$ cat src/rtl/ins_queue.sv
// Instruction queue between the align stage and the decoder: a DEPTH-entry
// first-word-fall-through circular buffer with flush and squash-drop on input.
module ins_queue #(
    parameter int unsigned DEPTH = 4,
    parameter int unsigned DW    = 144
) (
    input  logic                     cpu_clk_i,
    input  logic                     cpu_rst_i,
    input  logic                     flush_i,
    input  logic                     in_vld_i,
    input  logic [DW-1:0]            in_pkt_i,
    output logic                     busy_o,
    output logic                     out_vld_o,
    output logic [DW-1:0]            out_pkt_o,
    input  logic                     out_rdy_i,
    output logic [$clog2(DEPTH):0]   count_o
);

    localparam int unsigned AW = $clog2(DEPTH);
    localparam int unsigned PW = AW + 1;

    // Valid-flag positions inside the packet (layout is fixed, invalidate at bit 0)
    localparam int unsigned INS0_VLD_BIT  = 110;
    localparam int unsigned INS1_VLD_BIT  = 76;
    localparam int unsigned EXCP_VLD_BIT  = 40;
    localparam int unsigned INVAL_BIT     = 0;

    logic [PW-1:0] wr_ptr_q, wr_ptr_d;
    logic [PW-1:0] rd_ptr_q, rd_ptr_d;
    logic [DW-1:0] mem_q [DEPTH];

    logic full_c;
    logic empty_c;
    logic squash_c;
    logic push_c;
    logic pop_c;

    // Pointer compare, handshakes and next-pointer computation
    always_comb begin
        full_c   = (wr_ptr_q[AW-1:0] == rd_ptr_q[AW-1:0]) && (wr_ptr_q[AW] != rd_ptr_q[AW]);
        empty_c  = (wr_ptr_q == rd_ptr_q);
        squash_c = !in_pkt_i[INS0_VLD_BIT] && !in_pkt_i[INS1_VLD_BIT]
                && !in_pkt_i[EXCP_VLD_BIT] && !in_pkt_i[INVAL_BIT];
        push_c   = in_vld_i && !full_c && !flush_i && !squash_c;
        pop_c    = !empty_c && out_rdy_i && !flush_i;
        wr_ptr_d = wr_ptr_q;
        rd_ptr_d = rd_ptr_q;
        if (flush_i) begin
            wr_ptr_d = '0;
            rd_ptr_d = '0;
        end else begin
            if (push_c) wr_ptr_d = wr_ptr_q + PW'(1);
            if (pop_c)  rd_ptr_d = rd_ptr_q + PW'(1);
        end
    end

    always_ff @(posedge cpu_clk_i) begin
        if (cpu_rst_i) begin
            wr_ptr_q <= '0;
            rd_ptr_q <= '0;
        end else begin
            wr_ptr_q <= wr_ptr_d;
            rd_ptr_q <= rd_ptr_d;
        end
    end

    // Storage is never cleared; only pointers carry state validity
    always_ff @(posedge cpu_clk_i) begin
        if (!cpu_rst_i && push_c) begin
            mem_q[wr_ptr_q[AW-1:0]] <= in_pkt_i;
        end
    end

    always_comb begin
        busy_o    = full_c;
        out_vld_o = !empty_c;
        out_pkt_o = mem_q[rd_ptr_q[AW-1:0]];
        count_o   = wr_ptr_q - rd_ptr_q;
    end

endmodule

$ cat config.mk
export PLATFORM = sky130hd
export DESIGN_NAME = ins_queue
export DESIGN_NICKNAME = d
export VERILOG_FILES = /design/src/rtl/ins_queue.sv
export SDC_FILE = /design/constraint.sdc
export NUM_CORES = 1
export LEC_CHECK = 0
export ABC_AREA = 1
export CAP_MARGIN = 30
export CORE_ASPECT_RATIO = 0.8
export CORE_UTILIZATION = 40
export CTS_BUF_LIST = sky130_fd_sc_hd__clkbuf_4
export CTS_CLUSTER_SIZE = 20
export DETAILED_ROUTE_END_ITERATION = 10
export PLACE_DENSITY = 0.72
export RECOVER_POWER = 100
export SYNTH_ARGS = -nofsm -noshare
export SYNTH_HDL_FRONTEND = slang
export SYNTH_SLANG_ARGS = --single-unit
$ cat constraint.sdc
create_clock -name cpu_clk_i -period 9 [get_ports cpu_clk_i]
set_clock_uncertainty 0.15 [all_clocks]
set_input_delay 0.9 -clock cpu_clk_i [delete_from_list [all_inputs] [get_ports cpu_clk_i]]
set_output_delay 0.9 -clock cpu_clk_i [all_outputs]
set_load 0.01 [all_outputs]
### Yosys cells after proc, flatten, opt, wreduce, memory -nomap -nowiden

Memories as Yosys holds them, arrays and structs flattened. A register that Yosys moved wholly into a read port is not among the register bits.
Index checks and enable logic that the tools add are counted.

| cells by class | value |
|---|---|
| mux-type cells | 4 |
| eq/ne operators | 3 |
| add/subtract/negate cells | 3 |
| reductions and logical operators | 20 |

Operator list:

| operator | count |
|---|---|
| logical AND 1 bit | 10 |
| zero test 1 bit | 9 |
| adder 3 x 1 -> 3 bit (second input constant) | 2 |
| 2-to-1 mux 2 bit | 2 |
| == test 3 bit | 1 |
| subtractor 3 bit | 1 |
| == test 2 bit | 1 |
| 2-to-1 mux 1 bit | 2 |
| OR reduction 2 bit | 1 |
| != test 1 bit | 1 |

| word-level totals | value |
|---|---|
| input bits | 149 |
| register bits | 6 |
| bits in writable memories | 576 |
| word-level logic and storage cells | 33 |
| output and inout bits | 149 |
| memories kept | 1 |

Memory list:

| memory | depth | width | read ports | clocked after Yosys merged registers in | write ports | line | source |
|---|---|---|---|---|---|---|---|
| mem_q | 4 | 144 | 1 | 1 | 1 | 30 | `logic [DW-1:0] mem_q [DEPTH];` |

### Logic depth before layout (Yosys ltp)

| depth | value |
|---|---|
| word-level depth | 9 |
| gate-level depth with buffers | 8 |

### Least setup slack after synthesis

No wires, ideal clock.

| timing | value |
|---|---|
| path kind | in2reg |
| from | input port flush_i |
| to | memory mem_q[0][0] (enable) |
| required time | 8.200 ns |
| stages on the path | 5 |
| path slack | 0.805 ns |
| arrival time | 7.395 ns |
| path through | inv_1 -> nand2_1 -> a21oi_1 -> nand3b_1 -> nor2_1 |

| on the way | value |
|---|---|
| word-level cells in the longest chain between the ends | 6 |

Ends and longest elaborated chain:

| what | line | source |
|---|---|---|
| start, declared | 9 | `input logic flush_i,` |
| zero test 1 bit | 44 | `push_c = in_vld_i && !full_c && !flush_i && !squash_c;` |
| logical AND 1 bit (2 in a row) | 44 |  |
| logical AND 1 bit | 69 | `if (!cpu_rst_i && push_c) begin` |
| 2-to-1 mux 1 bit | 69 |  |
| 2-to-1 mux 1 bit (implied by the code) | 70 | `mem_q[wr_ptr_q[AW-1:0]] <= in_pkt_i;` |
| end, declared | 30 |  |

Every way passes these cells.

==> results by group <==
Global route
  • Largest net degree at the start of global routing: 174
  • Initial antenna violation count: 13
  • Total grt overflow: 0
  • GRT Overall Usage: about 18%
  • Vias in the first global route: around 14000
  • First-pass GRT wire length: between 70000 and 80000 um

Final layout
  • Most common cell after layout, fill and taps aside: edfxtp_1
  • Register area: 17500 sq um
  • Area of the multi-input gates: between 3000 and 4000 sq um
  • Most frequent cells in the layout: edfxtp_1, nor2_1, o21ai_0, dlygate4sd3_1, clkbuf_4
  • Fill cell count: 4481
  • P&R area growth vs syn: 23.8%
  • Post-route non-filler standard cell count: 2643
  • NumNets Final: roughly 2000
  • Layout cell share with drive strength beyond 1: between 10% and 20%

Pwr
  • Maximum VDD drop: between 90 and 100 uV
  • Leak Pwr: between 9 and 10 nW
  • Power Density: about 200 nW/um^2

Drt
  • Drt pass-1 iters: 7
  • Drt wl/cell: approximately 19 um
  • Vias per cell: a little over 5
  • Initial DRC count: ~1100
  • Final wirelength: about 49000 um
  • DR DRC count: 0
  • Vias: ~14000
  • Antenna-violating nets left: 0

Synthesis
  • Synth Cell Area: approximately 22000 sq um
  • Seq/Total Area, Yosys: 79.8%
  • Synth Instances: around 1500
  • Synth Warn #: 0
  • Number of synthesized flops with an enable pin: approximately 580
  • Ys async rst share: 0%
  • Synth Area per Inst: approximately 15 sq um
  • Ys flop type: edfxtp_1
  • #FFs+latches synth: 584
  • Synth unique cells: 24
  • Post-Syn Nets: 1623

Clock network
  • Clk Latency, worst-skew pair: ~0.97 ns
  • Cts hold-fix bufs: 0
  • Number of clock sinks seen by CTS: around 580
  • PostCTS Resize Cnt: 0
  • CTS buffer count: 145
  • Root Buffer: clkbuf_4
  • Setup bufs post-CTS: 0
  • CTS tree: yes
  • Deepest clock path buffer count: 3
  • H-Tree Depth: 4
  • CTS clk-pin slew, worst paths: roughly 0.070 ns

STA
  • Period utilisation layout: between 70% and 80%
  • Minimum clock period: roughly 6.6 ns
  • Final setup viols: 0
  • Max Clk Rate: 0.151 GHz
  • Setup tns final: 0 ns
  • RSZ-0062 raised after global routing: false
  • Tightest Pin Transition: 4.11 ns
  • Final hold violations: 0
  • Max-slew violations: roughly 490
  • Slew headroom: -174%

Floorplan
  • Placeable Area: ~54000 sq um
  • DIE HEIGHT: 211 um
  • Die area: between 50000 and 60000 sq um
  • Die width: 263 um
  • I/O pins: approximately 300
  • Core Rows: 76
  • Initial core utilization: between 40% and 50%

Worst setup path
  • Crit path kind: reg2out
  • Worst-path fanout max: a little under 100
  • Critical Path RT: between 7 and 8 ns
  • Worst setup EP type: output pin
  • Startpoint types: flip-flop
  • Critical Path AT: between 5 and 6 ns

Job
  • Maximum capacitance violations: 11

Outcome
  • Status: finished with violations
  • Failing checks: capacitance limit, slew limit

Placement
  • Cells after DPL: roughly 2400
  • Input/output buffers: 297
  • Post-DP HPWL: 27000 um
  • GPL Wtd Cong: between 0.7 and 0.8

Hold path
  • Hold WC Path Type: reg2reg
## cells by family after synthesis
kind of cell | count (synthesis) | share of synthesized area [%]
compound gates | 439 | 10.9
xor+xnor | 3 | 0.120
flops | 584 | 79.8
simple gates | 320 | 5.55
buf+inv | 112 | 3.13
fa+ha+maj | 8 | 0.492
## where the power goes
group	internal (mW)	switching, mW
clock	1.13	1.01
combinational	0.0848	0.0923
sequential	3.01	0.00551
total	4.23	1.10
## worst max-delay path: stages (launching register included)
cell	delay (ns)
dfxtp_1	1.04
clkbuf_2	1.49
buf_4	0.74
o21ai_0	0.20
o22ai_1	0.32
dlygate4sd3_1	0.66
## layer usage
metal  global-route usage (%)  wire length [um]
met1                     23.3             21400
met5                        0                59
met2                     27.3             23100
met4                     7.12               819
met3                     6.12              3880
## synth_stat cells, types with 2 or more instances
cell type / count / area [sq um]
a21oi_1: 7 / 35.0
buf_2: 20 / 100
buf_4: 5 / 37.5
buf_6: 23 / 259
buf_8: 2 / 30.0
clkbuf_1: 42 / 158
dfxtp_1: 8 / 160
edfxtp_1: 576 / 17300
ha_1: 7 / 87.6
inv_1: 16 / 60.1
nand2_1: 14 / 52.6
nand3_1: 7 / 35.0
nor2_1: 298 / 1120
o21ai_0: 234 / 1170
o21ai_1: 54 / 270
o22ai_1: 144 / 901
xor2_1: 2 / 17.5
## state kept, by name, summed over array words and instances (netlist names), named ones only
signal,flops
rd_ptr_q,3
mem_q,576
wr_ptr_q,3
## through the flow
step           cell area, sq um  util (%)  total power [mW]  setup WS, ns  hold slack (ns)
2_1_floorplan             21900         -              3.13         0.805            0.324
3_3_place_gp              25300      46.9              3.27          4.18            0.339
3_5_place_dp              25300      47.0              3.27          4.20            0.349
4_1_cts                   27100      50.3              5.42          3.60            0.270
5_1_grt                   27100      50.2              5.55          1.91            0.390
6_report                  27100      50.2              5.33          2.39            0.355
## layout make-up
type	count	area share (%)
Antenna cell	7	0.0647
Clock buffer	211	5.85
Clock inverter	33	0.716
Inverter	18	0.263
Multi-Input combinational cell	770	13.8
Sequential cell	584	64.5
Tap cell	702	3.24
Timing Repair Buffer	318	11.6
## final timing paths
path,startpoint,to,slack (ns),cells past startpoint
min reg2reg,rd_ptr_q[2],rd_ptr_q[2],0.35,2
max,flip-flop,out_pkt_o[73],2.39,5
max reg2reg,wr_ptr_q[0],mem_q[1][108],2.53,9
min,rd_ptr_q[2],rd_ptr_q[2],0.35,2
Note: power is estimated with default switching activity, not from simulation.
